===== config.mk =====
export PLATFORM = sky130hd
export DESIGN_NAME = seg7_scan_ctrl
export DESIGN_NICKNAME = d
export VERILOG_FILES = /design/src/rtl/seg7_pkg.sv /design/src/rtl/hex_decoder.sv /design/src/rtl/seg7_scan_ctrl.sv
export SDC_FILE = /design/constraint.sdc
export NUM_CORES = 1
export LEC_CHECK = 0
export ABC_AREA = 1
export ABC_CLOCK_PERIOD_IN_PS = 5800
export CAP_MARGIN = 40
export CORE_MARGIN = 2
export CORE_UTILIZATION = 35
export DETAILED_ROUTE_END_ITERATION = 6
export GPL_TIMING_DRIVEN = 0
export RECOVER_POWER = 50
export SETUP_SLACK_MARGIN = 0.5
export SLEW_MARGIN = 10
export SYNTH_ARGS = -nofsm -noshare
export SYNTH_HDL_FRONTEND = slang
export SYNTH_SLANG_ARGS = --single-unit
export TNS_END_PERCENT = 10

===== constraint.sdc =====
create_clock -name clk -period 5.8 [get_ports clk]
set_input_delay 1.16 -clock clk [delete_from_list [all_inputs] [get_ports clk]]
set_output_delay 1.16 -clock clk [all_outputs]
set_load 0.01 [all_outputs]

===== src/rtl/seg7_pkg.sv =====
// Shared types and helpers for the seven-segment scan controller.
package seg7_pkg;

    localparam logic [6:0] SEG_OFF = 7'b1111111;

    typedef enum logic {
        BLANK = 1'b0,
        SHOW  = 1'b1
    } slot_e;

    function automatic int idx_width(input int digits);
        return (digits > 1) ? $clog2(digits) : 1;
    endfunction

    function automatic int pre_width(input int refresh_div);
        return (refresh_div > 1) ? $clog2(refresh_div) : 1;
    endfunction

endpackage


===== src/rtl/hex_decoder.sv =====
// Hex nibble to seven-segment pattern {g..a}; INVERT flips to active-low.
module hex_decoder #(
    parameter bit INVERT = 1'b0
) (
    input  logic [3:0] nibble,
    output logic [6:0] seg
);

    logic [6:0] raw;

    always_comb begin
        raw = 7'h00;
        case (nibble)
            4'h0: raw = 7'h3F;
            4'h1: raw = 7'h06;
            4'h2: raw = 7'h5B;
            4'h3: raw = 7'h4F;
            4'h4: raw = 7'h66;
            4'h5: raw = 7'h6D;
            4'h6: raw = 7'h7D;
            4'h7: raw = 7'h07;
            4'h8: raw = 7'h7F;
            4'h9: raw = 7'h6F;
            4'hA: raw = 7'h77;
            4'hB: raw = 7'h7C;
            4'hC: raw = 7'h39;
            4'hD: raw = 7'h5E;
            4'hE: raw = 7'h79;
            default: raw = 7'h71;
        endcase
        seg = INVERT ? ~raw : raw;
    end

endmodule


===== src/rtl/seg7_scan_ctrl.sv =====
// Multiplexed seven-segment scanner with frame-synchronous double buffer.
// Optional leading-zero blanking is enabled by defining SEG7_ZERO_BLANK_EN.
module seg7_scan_ctrl
    import seg7_pkg::*;
#(
    parameter int DIGITS         = 8,
    parameter int REFRESH_DIV    = 100000,
    parameter int BLANK_CYCLES   = 16,
    parameter bit SEG_ACTIVE_LOW = 1'b1,
    parameter bit AN_ACTIVE_LOW  = 1'b1
) (
    input  logic                  clk,
    input  logic                  rst,
    input  logic                  wr_en,
    input  logic [4*DIGITS-1:0]   wr_data,
    input  logic [DIGITS-1:0]     wr_dp,
    input  logic [DIGITS-1:0]     digit_mask,
    output logic [6:0]            seg,
    output logic                  dp,
    output logic [DIGITS-1:0]     an,
    output logic                  frame_done
);

    localparam int IDX_W = idx_width(DIGITS);
    localparam int PRE_W = pre_width(REFRESH_DIV);
    localparam logic [6:0]        SEG_INACT = SEG_ACTIVE_LOW ? SEG_OFF : ~SEG_OFF;
    localparam logic [DIGITS-1:0] AN_INACT  = AN_ACTIVE_LOW ? '1 : '0;

    logic [PRE_W-1:0]    pre_q, pre_d;
    logic [IDX_W-1:0]    idx_q, idx_d;
    logic [4*DIGITS-1:0] shadow_data_q, shadow_data_d;
    logic [DIGITS-1:0]   shadow_dp_q, shadow_dp_d;
    logic [4*DIGITS-1:0] disp_data_q, disp_data_d;
    logic [DIGITS-1:0]   disp_dp_q, disp_dp_d;
    logic [6:0]          seg_q, seg_d;
    logic                dp_q, dp_d;
    logic [DIGITS-1:0]   an_q, an_d;
    logic                frame_done_q, frame_done_d;
    logic [IDX_W-1:0]    msd_q, msd_d;

    logic        term_cnt, boundary, digit_on;
    slot_e       slot;
    logic [3:0]  nibble;
    logic [6:0]  seg_raw;
    logic [DIGITS-1:0] an_act;

    always_comb begin
        term_cnt = (pre_q == PRE_W'(REFRESH_DIV - 1));
        boundary = term_cnt && (idx_q == IDX_W'(DIGITS - 1));
        pre_d    = term_cnt ? '0 : pre_q + 1'b1;
        idx_d    = idx_q;
        if (term_cnt) begin
            idx_d = (idx_q == IDX_W'(DIGITS - 1)) ? '0 : idx_q + 1'b1;
        end
        slot = (pre_q < PRE_W'(BLANK_CYCLES)) ? BLANK : SHOW;
    end

    // A write landing on the boundary bypasses the shadow so it is not lost a frame.
    always_comb begin
        shadow_data_d = wr_en ? wr_data : shadow_data_q;
        shadow_dp_d   = wr_en ? wr_dp   : shadow_dp_q;
        disp_data_d   = disp_data_q;
        disp_dp_d     = disp_dp_q;
        frame_done_d  = boundary;
        if (boundary) begin
            disp_data_d = shadow_data_d;
            disp_dp_d   = shadow_dp_d;
        end
    end

`ifdef SEG7_ZERO_BLANK_EN
    always_comb begin
        msd_d = msd_q;
        if (boundary) begin
            msd_d = '0;
            for (int i = 0; i < DIGITS; i++) begin
                if (disp_data_d[4*i +: 4] != 4'h0) msd_d = IDX_W'(i);
            end
        end
    end
    assign digit_on = digit_mask[idx_q] && (idx_q <= msd_q);
`else
    assign msd_d    = '0;
    assign digit_on = digit_mask[idx_q];
`endif

    assign nibble = disp_data_q[{idx_q, 2'b00} +: 4];

    hex_decoder #(.INVERT(1'b0)) u_hex_decoder (
        .nibble (nibble),
        .seg    (seg_raw)
    );

    always_comb begin
        an_act = '0;
        seg_d  = SEG_INACT;
        dp_d   = SEG_ACTIVE_LOW;
        if (slot == SHOW && digit_on) begin
            an_act[idx_q] = 1'b1;
            seg_d = SEG_ACTIVE_LOW ? ~seg_raw : seg_raw;
            dp_d  = disp_dp_q[idx_q] ^ SEG_ACTIVE_LOW;
        end
        an_d = AN_ACTIVE_LOW ? ~an_act : an_act;
    end

    always_ff @(posedge clk or posedge rst) begin
        if (rst) begin
            pre_q         <= '0;
            idx_q         <= '0;
            shadow_data_q <= '0;
            shadow_dp_q   <= '0;
            disp_data_q   <= '0;
            disp_dp_q     <= '0;
            msd_q         <= '0;
            seg_q         <= SEG_INACT;
            dp_q          <= SEG_ACTIVE_LOW;
            an_q          <= AN_INACT;
            frame_done_q  <= 1'b0;
        end else begin
            pre_q         <= pre_d;
            idx_q         <= idx_d;
            shadow_data_q <= shadow_data_d;
            shadow_dp_q   <= shadow_dp_d;
            disp_data_q   <= disp_data_d;
            disp_dp_q     <= disp_dp_d;
            msd_q         <= msd_d;
            seg_q         <= seg_d;
            dp_q          <= dp_d;
            an_q          <= an_d;
            frame_done_q  <= frame_done_d;
        end
    end

    assign seg        = seg_q;
    assign dp         = dp_q;
    assign an         = an_q;
    assign frame_done = frame_done_q;

endmodule


==> results.ini, run 1 <==
[power]
p_per_area_mw_per_mm2=272
total_leakage_power_uw=0.00347
seqPwrFrac=0.441
ir_worst_vdd_uv=213
clock_power_share=0.505
switching_share=0.213
switching_power_uw=414
comb_power_share=0.054
p_int_uw=1530

[worst_hold_path]
worstHoldPathType=flip-flop to flip-flop
whs_endpoint=pre_q[0]
hold_start=pre_q[0]
whs_path_depth=1

[detailed_routing]
ant_nets=0
viasPerCell=4.76
vias=4598
routed_wl_um=13400
dr.pass1.iters=5
drcViolationCount=0
drt_iter0_drc=339
wl_per_cell_um=13.9

[placed_design]
port_buffers=66
gp_congestion=0.847
placed_area_sq_mm=0.00660
hpwl_um=9900

[setup_path]
cp_max_fo=82
r2r-end=seg[3]
end_kind=async pin
crit_type=input pin to async pin
cp_data_required_time_ns=6.32
cp-start-kind=input pin
r2r_start=idx_q[0]
r2r_cells=14
r2r_slack_ns=3.39
arrival_ns=3.17

[clock_tree]
clk_path_buf_depth=2
cts-root-buf=clkbuf_16
cts_num_sinks=117
cts_buffers=17
path_clk_slew_ns=0.05
postCtsHoldBufs=0
cts_resized=0
cts_tree=yes
post_cts_buffers=0
h-tree-depth=4
clk_latency_ns=0.42

[floorplan]
core-area_sq_mm=0.0158
io_pins=68
start_util=0.356
die-area_sq_mm=0.0171
rows=46
die_y_um=131
fp.dieW_um=131

[yosys]
syn_avg_cell_area_sq_um=8.64
synth_fp_nets=712
synth_cells=652
ys_ff_latch=117
synth.cell_area_sq_mm=0.00563
synthXorXnorAreaFrac=0.0124
synth-simple-area-share=0.284
yosys.area_share.adder=0.0200
synth_top_family_by_area=simple AND/OR/NAND/NOR gates
synth.mux.area_fraction=0.0800
yosys_warnings=0
ys_seq_area_frac=0.523
ys_types=23
synth_compound_area_frac=0.0127

[timing]
slew_headroom=-0.118
slew_viol_final=36
period_minus_slack_ns=2.65
setup_viol=0
fin_setup_tns_ns=0
finalClockSkew_ns=0.00501
rsz0062_at_grt=false
holdWs_ns=0.457
fmax_mhz=377
finalHoldViolCount=0
tightest_slew_ns=1.67
fin_crit_sh=0.457

[finish]
layout_commonest_cell=nand2_1
final_cell_mix=225 x nand2_1, 101 x dfrtp_1, 65 x clkdlybuf4s50_1
area_growth_pct=26.8
diodes=0
nets=798
drive_gt1_frac=0.0920
final_area_sq_mm=0.00714

[grt]
grt_max_degree=83
grt_pass1_wl_um=22300
antenna_found_initial=0
grt_pass1_vias=4633
grt_use_total=0.170
grt.overflow.total=0

[outcome]
outcome=finished, violations left
violations=capacitance limit, slew limit

[job]
cap_violations=1

## state kept, by name (all words and copies together), names as in the netlist
signal,count
disp_data_q,32
shadow_data_q,32
pre_q,17
an,8
disp_dp_q,8
shadow_dp_q,8
seg,7
idx_q,3
dp,1
frame_done,1
## metal layers
layer / GRT usage / vias to the layer above / share of wire
met5: 0 / - / 0
met4: 0.0582 / 0 / 0.012
met3: 0.0468 / 14 / 0.047
met2: 0.277 / 109 / 0.48
met1: 0.219 / 2195 / 0.46
li1: - / 2280 / -
## power by group through the flow
stage                     combinational [uW]  sequential [uW]  clock (uW)
after detailed placement                 114              870           0
after floorplan                         56.2              868           0
after global routing                     117              858        1040
after global placement                   109              869           0
after CTS                                115              856        1010
final                                    105              856         981
## worst max path at each step
stage / from / endpoint / slack [ns] / cells after the start
2_1_floorplan: rst / disp_data_q[0] / 1.57 / 1
3_3_place_gp: rst / shadow_dp_q[3] / -0.001 / 2
3_5_place_dp: digit_mask[1] / an[4] / 3.06 / 11
4_1_cts: an[7] / an[7] / 3.14 / 1
5_1_grt: rst / dp / 2.90 / 3
6_report: rst / dp / 3.15 / 3
## stage by stage
stage | setup WS [ns] | power, uW | utilization | instances
2_1_floorplan | 1.57 | 925 | - | 652
3_3_place_gp | -0.00130 | 978 | 0.415 | 934
3_5_place_dp | 3.06 | 984 | 0.417 | 935
4_1_cts | 3.14 | 1980 | 0.451 | 966
5_1_grt | 2.90 | 2020 | 0.451 | 966
6_report | 3.15 | 1940 | 0.451 | 966
## cell type report
class / instances / area (sq um)
multi-input combinational: 439 / 2300
buffer: 32 / 139
inverter: 64 / 241
timing repair buffer: 67 / 688
clock inverter: 10 / 109
tap: 216 / 270
fill: 1535 / 8690
clock buffer: 21 / 440
sequential: 117 / 2950
## Yosys cell counts
| library cell | n | share of area |
|---|---|---|
| nor4_1 | 3 | 0.0033 |
| nand3_1 | 42 | 0.037 |
| dfstp_2 | 16 | 0.075 |
| nor2_2 | 1 | 0.0011 |
| nor2_1 | 41 | 0.027 |
| inv_1 | 62 | 0.041 |
| dfrtp_1 | 101 | 0.45 |
| buf_2 | 15 | 0.013 |
| mux2_2 | 40 | 0.080 |
| xor2_1 | 8 | 0.012 |
| inv_2 | 2 | 0.0013 |
| nand2_1 | 225 | 0.15 |
| o22ai_1 | 1 | 0.0011 |
| clkbuf_1 | 13 | 0.0087 |
| nor3_2 | 1 | 0.0018 |
| o211a_1 | 1 | 0.0018 |
| ha_1 | 9 | 0.020 |
| nor4_4 | 1 | 0.0038 |
| nand4_1 | 48 | 0.053 |
| buf_1 | 4 | 0.0027 |
| nor3_1 | 7 | 0.0062 |
| o21ai_0 | 6 | 0.0053 |
| a21oi_1 | 5 | 0.0044 |
## cell families after synthesis
logic type | after synthesis
AND/OR/NAND/NOR | 369
flip-flops | 117
buffers and inverters | 96
multiplexers | 40
AO/OA/AOI/OAI | 13
adder cells (fa/ha/maj) | 9
XOR/XNOR | 8
## worst max-delay path: stages
cell	delay [ns]
dlygate4sd3_1	0.55
clkinvlp_2	0.97
buf_16	0.41
(Power assumes the default switching activity.)
==> run 2, diff against run 1 <==
--- a/config.mk
+++ b/config.mk
@@ -6,7 +6,7 @@
 export NUM_CORES = 1
 export LEC_CHECK = 0
 export ABC_AREA = 1
-export ABC_CLOCK_PERIOD_IN_PS = 5800
+export ABC_CLOCK_PERIOD_IN_PS = 2500
 export CAP_MARGIN = 40
 export CORE_MARGIN = 2
 export CORE_UTILIZATION = 35
==> constraint.sdc (replaced) <==
create_clock -name clk -period 2.5 [get_ports clk]
set_input_delay 0.5 -clock clk [delete_from_list [all_inputs] [get_ports clk]]
set_output_delay 0.5 -clock clk [all_outputs]
set_load 0.01 [all_outputs]
==> run 2 against run 1 <==
  * The flow now finishes without violations
  * Sequential cell count stayed put
  * Routed wire length is 2.7% higher
  * Clock power grew to 2.6 times the previous value
  * Core utilization is 1.3 points higher
  * Register-to-register slack worse by 2.9 ns
  * Largest power group unchanged
==> results.ini, run 2 (synthesis gave the netlist of run 1 again) <==
[grt]
grt_pass1_vias=4646  ; +0.28%
antenna_found_initial=0  ; unchanged
grt_max_degree=41  ; -51%
grt_pass1_wl_um=22600  ; +1.5%
grt_use_total=0.173  ; +0.00325
grt.overflow.total=0  ; unchanged

[finish]
top_regs=disp_data_q (32), shadow_data_q (32), pre_q (17)
final_cell_count_no_fill=976  ; +1.0%
nFillCells=1527  ; -0.52%
nets=807  ; +1.1%
final_cell_mix=221 x nand2_1, 100 x dfrtp_1, 65 x clkdlybuf4s50_1
layout_commonest_cell=nand2_1
drive_gt1_frac=0.124  ; +0.0317
diodes=0  ; unchanged
area_growth_pct=30.4

[timing]
fin_crit_sh=0.793
fmax_mhz=504
slew_viol_final=0  ; -100%
fin_setup_tns_ns=0  ; unchanged
rsz0062_at_grt=true
tightest_slew_ns=0.843  ; -0.824 ns
slew_headroom=0.435  ; +0.552
finalClockSkew_ns=0.0140  ; +0.00902 ns
period_minus_slack_ns=1.98
finalHoldViolCount=0  ; unchanged
setup_viol=0  ; unchanged

[setup_path]
r2r_cells=10  ; -4
crit_type=flip-flop to flip-flop
arrival_ns=2.28  ; -0.89 ns
slowest_delay_ns=0.37  ; -0.60 ns
crit_slowest_cell=dfrtp_1
r2r_slack_ns=0.52  ; -2.87 ns
cp_data_required_time_ns=2.80  ; -3.52 ns
critPathTopFamily=simple AND/OR/NAND/NOR gates
cp_num_buf_inv=3  ; unchanged
crit_cells=10  ; +7
cpMostUsedCell=nand2_1
cp_max_fo=10  ; -88%
end_kind=flip-flop
cp-start-kind=flip-flop
path_cells=ha_1, nand2_1, inv_1, nand2_1, nor4_4, buf_4, nand3_1, buf_2, nand2_1, nand2_1

[detailed_routing]
routed_wl_um=13800  ; +2.7%
drt_iter0_drc=241  ; -29%
wl_per_cell_um=14.1  ; +1.7%
dr.pass1.iters=4  ; -1
drcViolationCount=0  ; unchanged
viasPerCell=4.73  ; -0.70%
vias=4613  ; +0.33%
ant_nets=0  ; unchanged

[power]
comb_power_share=0.052  ; -0.002
ir_worst_vdd_uv=458  ; +110%
switching_power_uw=1040  ; +150%
seqPwrFrac=0.418  ; -0.023
finalPower_uw=4740  ; +140%
p_per_area_mw_per_mm2=646  ; +140%
total_leakage_power_uw=0.00356  ; +2.8%
switching_share=0.220  ; +0.00720
clock_power_share=0.530  ; +0.025
p_int_uw=3700  ; +140%

[worst_hold_path]
whs_path_depth=1  ; unchanged
worstHoldPathType=flip-flop to flip-flop

[outcome]
outcome=finished, final reports clean

[job]
cap_violations=0  ; -1

[placed_design]
hpwl_um=10100  ; +2.4%
gp_congestion=0.846  ; about the same
dpl.cell_count=937  ; +0.21%
port_buffers=66  ; unchanged

[floorplan]
die_y_um=131  ; unchanged
io_pins=68  ; unchanged
rows=46  ; unchanged
start_util=0.356  ; unchanged
fp.dieW_um=131  ; unchanged
core-area_sq_mm=0.0158  ; unchanged
die-area_sq_mm=0.0171  ; unchanged

[clock_tree]
cts_buffers=17  ; unchanged
postCtsHoldBufs=0  ; unchanged
cts_tree=yes
clk_latency_ns=0.42  ; about the same
h-tree-depth=4  ; unchanged
clk_path_buf_depth=2  ; unchanged
path_clk_slew_ns=0.06  ; about the same
cts-root-buf=clkbuf_16
cts_num_sinks=117  ; unchanged

-- run 2: cell types whose count changed in the layout (fill, tap and decap cells not counted), sizes merged --
cell | before | now
clkinvlp | 3 | 4
bufinv | 2 | 3
buf | 17 | 26
inv | 63 | 66
clkinv | 6 | 5
clkbuf | 37 | 34
-- run 2: worst paths after layout --
path,startpoint,endpoint
max,pre_q[0],disp_data_q[30]
max in group asynchronous,rst,dp
min,pre_q[0],pre_q[0]
min in group asynchronous,rst,pre_q[3]
min reg2reg,pre_q[0],pre_q[0]
max reg2reg,pre_q[0],disp_data_q[30]
-- run 2: layer usage --
layer / track usage / wire [um] / vias up
li1: - / - / 2293
met1: 0.223 / 6450 / 2199
met2: 0.283 / 6500 / 96
met3: 0.0399 / 491 / 25
met4: 0.0707 / 344 / 0
met5: 0 / 0 / -
-- run 2: power by group through the flow --
stage               Combinational [uW]  Sequential [uW]  Clock [uW]
global route                       274             1990        2650
floorplan                          131             2020           0
detailed placement                 269             2020           0
CTS                                271             1990        2550
finish                             245             1980        2520
global placement                   252             2020           0
-- run 2: what timing repair did --
item | CTS | global route
setup endpoints to repair | 48 | 64
buffers inserted | 6 | 1
gates resized for setup | 13 | 12
pin swaps | 2 | 1
-- run 2: final cells by class --
| type | instances | area, sq um | share of cell area |
|---|---|---|---|
| Tap cell | 216 | 270 | 0.0368 |
| Buffer | 32 | 164 | 0.0223 |
| Inverter | 64 | 246 | 0.0336 |
| Clock inverter | 14 | 175 | 0.0238 |
| Multi-Input combinational cell | 439 | 2330 | 0.317 |
| Sequential cell | 117 | 2950 | 0.401 |
| Timing Repair Buffer | 76 | 773 | 0.105 |
| Clock buffer | 18 | 439 | 0.0598 |
-- run 2: per-stage QoR --
step / setup WS, ns / utilization / hold WS (ns) / instance area, sq um
after floorplan: 0.586 / - / 0.433 / 5640
after global placement: -0.477 / 0.415 / 0.449 / 6570
after detailed placement: 0.104 / 0.419 / 0.463 / 6630
after CTS: 0.510 / 0.463 / 0.448 / 7340
after global routing: 0.357 / 0.464 / 0.494 / 7350
final: 0.518 / 0.464 / 0.470 / 7350
